<file path="src/rtl/ntt_pkg.sv">
// rtl/ntt_pkg.sv - shared NTT constants, bit-reversal helper and reducer FSM states
package ntt_pkg;

    localparam int PRIME         = 65537;
    localparam int DEFAULT_WIDTH = 18;

    typedef enum logic [1:0] {
        IDLE  = 2'd0,
        RED1  = 2'd1,
        RED2  = 2'd2,
        DRAIN = 2'd3
    } red_state_t;

    function automatic logic [2:0] bitrev3(input logic [2:0] v);
        return {v[0], v[1], v[2]};
    endfunction

endpackage

</file>
<file path="src/rtl/mod_reduce_lane.sv">
// rtl/mod_reduce_lane.sv - one lane of the two-stage signed-to-canonical modular reduction
module mod_reduce_lane #(
    parameter int WIDTH = 18,
    parameter int PRIME = 65537,
    parameter int OUT_W = 17
) (
    input  logic             clk,
    input  logic             rst,
    input  logic [WIDTH-1:0] i_x,
    input  logic             i_en1,
    input  logic             i_en2,
    output logic [OUT_W-1:0] o_y
);

    // Wide enough for sign-extended input and for 2*PRIME, whichever is larger.
    localparam int ACC_W = (WIDTH + 2 > $clog2(PRIME) + 3) ? WIDTH + 2 : $clog2(PRIME) + 3;

    logic [ACC_W-1:0] w_x_ext;
    logic [ACC_W-1:0] w_s1;
    logic [ACC_W-1:0] w_s2;
    logic [ACC_W-1:0] r_y1;
    logic [OUT_W-1:0] r_y2;

    assign w_x_ext = {{(ACC_W - WIDTH){i_x[WIDTH-1]}}, i_x};
    assign w_s1    = i_x[WIDTH-1] ? (w_x_ext + ACC_W'(2 * PRIME)) : w_x_ext;
    assign w_s2    = (r_y1 >= ACC_W'(PRIME)) ? (r_y1 - ACC_W'(PRIME)) : r_y1;

    always_ff @(posedge clk) begin
        if (rst) begin
            r_y1 <= '0;
            r_y2 <= '0;
        end else begin
            if (i_en1) r_y1 <= w_s1;
            if (i_en2) r_y2 <= OUT_W'(w_s2);
        end
    end

    assign o_y = r_y2;

endmodule

</file>
<file path="src/rtl/radix8_output_reducer.sv">
// rtl/radix8_output_reducer.sv - reduces an 8-lane butterfly frame mod PRIME and streams it out
module radix8_output_reducer
    import ntt_pkg::*;
#(
    parameter int WIDTH      = ntt_pkg::DEFAULT_WIDTH,
    parameter int PRIME      = ntt_pkg::PRIME,
    parameter int OUT_W      = 17,
    parameter bit BITREV_OUT = 1'b0
) (
    input  logic                    clk,
    input  logic                    rst,
    input  logic                    in_valid,
    output logic                    in_ready,
    input  logic signed [WIDTH-1:0] in_lane_1,
    input  logic signed [WIDTH-1:0] in_lane_2,
    input  logic signed [WIDTH-1:0] in_lane_3,
    input  logic signed [WIDTH-1:0] in_lane_4,
    input  logic signed [WIDTH-1:0] in_lane_5,
    input  logic signed [WIDTH-1:0] in_lane_6,
    input  logic signed [WIDTH-1:0] in_lane_7,
    input  logic signed [WIDTH-1:0] in_lane_8,
    output logic                    out_valid,
    input  logic                    out_ready,
    output logic [OUT_W-1:0]        out_data,
    output logic [2:0]              out_index,
    output logic                    out_last
);

    // One conditional add plus one conditional subtract only covers inputs within +-2*PRIME.
    if ((64'd1 << (WIDTH - 1)) > (64'd2 * 64'(PRIME))) begin : g_bad_width
        $error("radix8_output_reducer: 2^(WIDTH-1) must not exceed 2*PRIME");
    end
    if ((64'd1 << OUT_W) < 64'(PRIME)) begin : g_bad_out_w
        $error("radix8_output_reducer: OUT_W too narrow for PRIME");
    end

    red_state_t       r_state;
    red_state_t       w_next;
    logic [2:0]       r_k;
    logic [2:0]       w_sel;
    logic [WIDTH-1:0] w_lane_in [8];
    logic [WIDTH-1:0] r_lane    [8];
    logic [OUT_W-1:0] w_buf     [8];
    logic             w_accept;
    logic             w_beat;

    assign w_lane_in[0] = in_lane_1;
    assign w_lane_in[1] = in_lane_2;
    assign w_lane_in[2] = in_lane_3;
    assign w_lane_in[3] = in_lane_4;
    assign w_lane_in[4] = in_lane_5;
    assign w_lane_in[5] = in_lane_6;
    assign w_lane_in[6] = in_lane_7;
    assign w_lane_in[7] = in_lane_8;

    assign w_accept = (r_state == IDLE) && in_valid;
    assign w_beat   = (r_state == DRAIN) && out_ready;
    assign w_sel    = BITREV_OUT ? bitrev3(r_k) : r_k;

    for (genvar g = 0; g < 8; g++) begin : g_lane
        mod_reduce_lane #(
            .WIDTH (WIDTH),
            .PRIME (PRIME),
            .OUT_W (OUT_W)
        ) u_lane (
            .clk   (clk),
            .rst   (rst),
            .i_x   (r_lane[g]),
            .i_en1 (r_state == RED1),
            .i_en2 (r_state == RED2),
            .o_y   (w_buf[g])
        );
    end

    always_ff @(posedge clk) begin
        if (rst) begin
            r_state <= IDLE;
            r_k     <= 3'd0;
            for (int i = 0; i < 8; i++) r_lane[i] <= '0;
        end else begin
            r_state <= w_next;
            if (w_accept) begin
                for (int i = 0; i < 8; i++) r_lane[i] <= w_lane_in[i];
            end
            // The counter wraps 7->0 on the final beat, so IDLE always starts with k=0.
            if (r_state == RED2)  r_k <= 3'd0;
            else if (w_beat)      r_k <= r_k + 3'd1;
        end
    end

    always_comb begin
        w_next    = r_state;
        in_ready  = 1'b0;
        out_valid = 1'b0;
        out_data  = '0;
        out_index = 3'd0;
        out_last  = 1'b0;
        case (r_state)
            IDLE: begin
                in_ready = 1'b1;
                if (in_valid) w_next = RED1;
            end
            RED1:  w_next = RED2;
            RED2:  w_next = DRAIN;
            DRAIN: begin
                out_valid = 1'b1;
                out_data  = w_buf[w_sel];
                out_index = w_sel;
                out_last  = (r_k == 3'd7);
                if (out_ready && r_k == 3'd7) w_next = IDLE;
            end
            default: w_next = IDLE;
        endcase
    end

endmodule

</file>
<file path="config.mk">
export PLATFORM = sky130hd
export DESIGN_NAME = radix8_output_reducer
export DESIGN_NICKNAME = d
export VERILOG_FILES = /design/src/rtl/ntt_pkg.sv /design/src/rtl/mod_reduce_lane.sv /design/src/rtl/radix8_output_reducer.sv
export SDC_FILE = /design/constraint.sdc
export NUM_CORES = 1
export LEC_CHECK = 0
export CORE_ASPECT_RATIO = 1.1
export CORE_MARGIN = 3
export CORE_UTILIZATION = 40
export DETAILED_ROUTE_END_ITERATION = 10
export GPL_TIMING_DRIVEN = 0
export PLACE_DENSITY = 0.65
export SETUP_SLACK_MARGIN = 0.05
export SKIP_LAST_GASP = 1
export SLEW_MARGIN = 20
export SYNTH_ARGS = -nofsm -noshare
export SYNTH_HDL_FRONTEND = slang
export SYNTH_SLANG_ARGS = --single-unit
</file>
<file path="constraint.sdc">
create_clock -name clk -period 5.6 [get_ports clk]
set_input_delay 0.56 -clock clk [delete_from_list [all_inputs] [get_ports clk]]
set_output_delay 0.56 -clock clk [all_outputs]
set_load 0.1 [all_outputs]
</file>
==> flow_summary.yaml <==
die:
  fp.dieArea_mm2: 0.05895
  fp.dieH_um: 254.3
  die_x_um: 231.8
  coreArea_mm2: 0.05518
  rows: 90
  start_util_pct: 40.64
  ioPinCount: 171
power_and_ir_drop:
  p_leak_uw: 0.008996
  p_per_area_mw_per_mm2: 538.6
  vdd_drop_max_mv: 0.2583
critical_path:
  cp_max_fo: 10
  cp.arrival_ps: 4750
  cp.required_ps: 5040
  path_class: "flop to output pin"
  worstSetupStartpoint: "r_k[1]$_SDFFE_PP0P_"
  timing.rr.start: "r_state[1]$_SDFFE_PP0P_"
  startpoint_type: "flop"
  cp-end-kind: "output pin"
  r2r_cells: 6
global_routing:
  grt_pass1_wl_um: 113400
  grt_max_degree: 59
  grt_pass1_vias: 18240
  antenna_found_initial: 1
  grt-ovfl-total: 0
  grt_usage_pct: 25.43
synthesis:
  synth_nets: 2497
  ys_seq_area_share_pct: 45.44
  synth_xor_area_share_pct: 7.030
  ys.flop_type: "dfxtp_1"
  synthesis.area_mm2: 0.02243
  synthArstFlopShare_pct: 0
  syn_avg_cell_area_um2: 9.671
  synth.area.mux_share_pct: 5.925
  netlist_instances: 2319
  ys_seq_elements: 437
  synthDistinctLibCells: 75
  synth-simple-area-share_pct: 23.37
  synth-edff-count: 144
  synth_compound_area_share_pct: 13.41
  synth_top_family_by_area: "simple AND/OR/NAND/NOR gates"
  yosys.area_share.adder_pct: 1.674
  yosysWarningCount: 0
final_layout:
  layout-drive-gt1-share_pct: 6.463
  syn2layout_area_growth_pct: 19.87
  fillers: 5248
  final_cell_mix: "293 x nor2_1, 293 x dfxtp_1, 177 x a211oi_1, 167 x clkdlybuf4s50_1, 144 x edfxtp_1"
  final_cells: 3320
  diodes: 0
  postLayoutCoreUtil_pct: 48.72
  layout.nets: 2721
  post-route-cell-area_mm2: 0.02688
timing:
  hold_violations: 0
  tightestPinTransition_ps: 1200
  hold_ws_ps: 458.3
  max_freq_ghz: 0.1882
  maxSlewViolCount: 0
  tns_ps: 0
  slew_headroom_pct: 19.97
  rsz0062_at_grt: "false"
  period_minus_slack_ps: 5315
  finalCritPeriodShare_pct: 94.90
  setup_violations: 0
  clock_skew_ps: 15.12
drt:
  viasPerCell: 5.685
  drt_wl_total_um: 76130
  drt-initial-drc-count: 1445
  route.detailed.drc: 0
  detail-route-antenna-nets: 0
  firstDrtPassIters: 8
  wire_per_inst_um: 22.93
  via_count: 18870
cts:
  cts_hold_buffers: 0
  clkTransAtPathRegs_ps: 60
  htreeDepth: 2
  cts_buffer_depth: 3
  cts.sinks: 437
  cts_root_buf: "clkbuf_16"
  cts_buffers: 49
  worstSkewPairLatency_ps: 600
  cts_tree: "yes"
  ctsResizeCount: 2
  post_cts_buffers: 0
placed_design:
  portBuffers: 169
  placed_area_mm2: 0.02514
  placed_cells: 3228
  dpl.hpwl_um: 58210
  gp_congestion: 0.9880
hold_path:
  holdCritPathClass: "flop to flop"
  hold_start: "g_lane[6].u_lane.o_y[14]$_SDFFE_PP0P_"
  min_path_cells: 2
status:
  status: "finished clean"
job:
  drv_cap: 0
## through the flow
step	power [uW]	worst slack (ps)
2_1_floorplan	8882	242.8
3_3_place_gp	10910	-2261
5_1_grt	15300	135.4
4_1_cts	14470	83.30
6_report	14480	285.4
3_5_place_dp	10990	610.3
## logic make-up after synthesis
logic type                 after synthesis
xor gates and xnor gates               180
AOI/OAI and AO/OA                      409
adders and majority gates               30
DFF                                    437
and+or+nand+nor                        985
muxes                                   90
buffers and inverters                  188
## cells in the mapped netlist (all sizes together) (49+ instances only)
master  count  area share, %
a211oi    178            6.0
xnor2      97            3.8
and2      125            3.5
nor3       56            1.2
nor2      295            4.9
edfxtp    144             19
o21ai      66            1.5
nor2b      60            1.7
dfxtp     293             26
nand2     117            2.0
xor2       83            3.2
nand3      49            1.1
clkbuf    136            2.3
mux2i      54            2.4
## report_power, final
part	internal [uW]	total, uW	switching, uW
clock network	2100	3440	1340
logic	2090	5710	3610
registers	4260	5330	1070
total	8450	14500	6030
## worst max-delay path, stage by stage (launching register included)
cell	delay, ps
dfxtp_1	320
clkbuf_1	670
clkbuf_1	710
buf_2	450
mux4_2	290
mux2i_1	80
nor2b_1	400
clkdlybuf4s50_1	1220
## flip-flops by register name, summed over array words and instances, names as in the netlist
| signal | cells |
|---|---|
| r_k | 3 |
| g_lane.u_lane.o_y | 136 |
| r_state | 2 |
| r_lane | 144 |
| g_lane.u_lane.r_y1 | 152 |
## final cells by class
type,count,area (um2),share of cell area (%)
Buffer,148,568.0,2.113
Multi-Input combinational cell,1694,11540,42.93
Timing Repair Buffer,173,1774,6.600
Tap cell,736,920.9,3.425
Sequential cell,437,10190,37.90
Clock buffer,80,1570,5.841
Clock inverter,12,170.2,0.6330
Inverter,40,150.1,0.5585
## worst paths after layout
check                           slack (ps)                                    end
worst max-delay path                   290                           out_data[12]
worst min-delay path                   460  g_lane[6].u_lane.o_y[14]$_SDFFE_PP0P_
worst max register to register        2270  g_lane[2].u_lane.r_y1[7]$_SDFFE_PP0N_
worst min register to register         460  g_lane[6].u_lane.o_y[14]$_SDFFE_PP0P_
## metal layers
layer,wire (um),track usage [%]
met3,4628,4.144
met2,34800,41.17
met1,33460,33.91
met5,8,0
met4,3235,10.71
(Power assumes the default switching activity.)
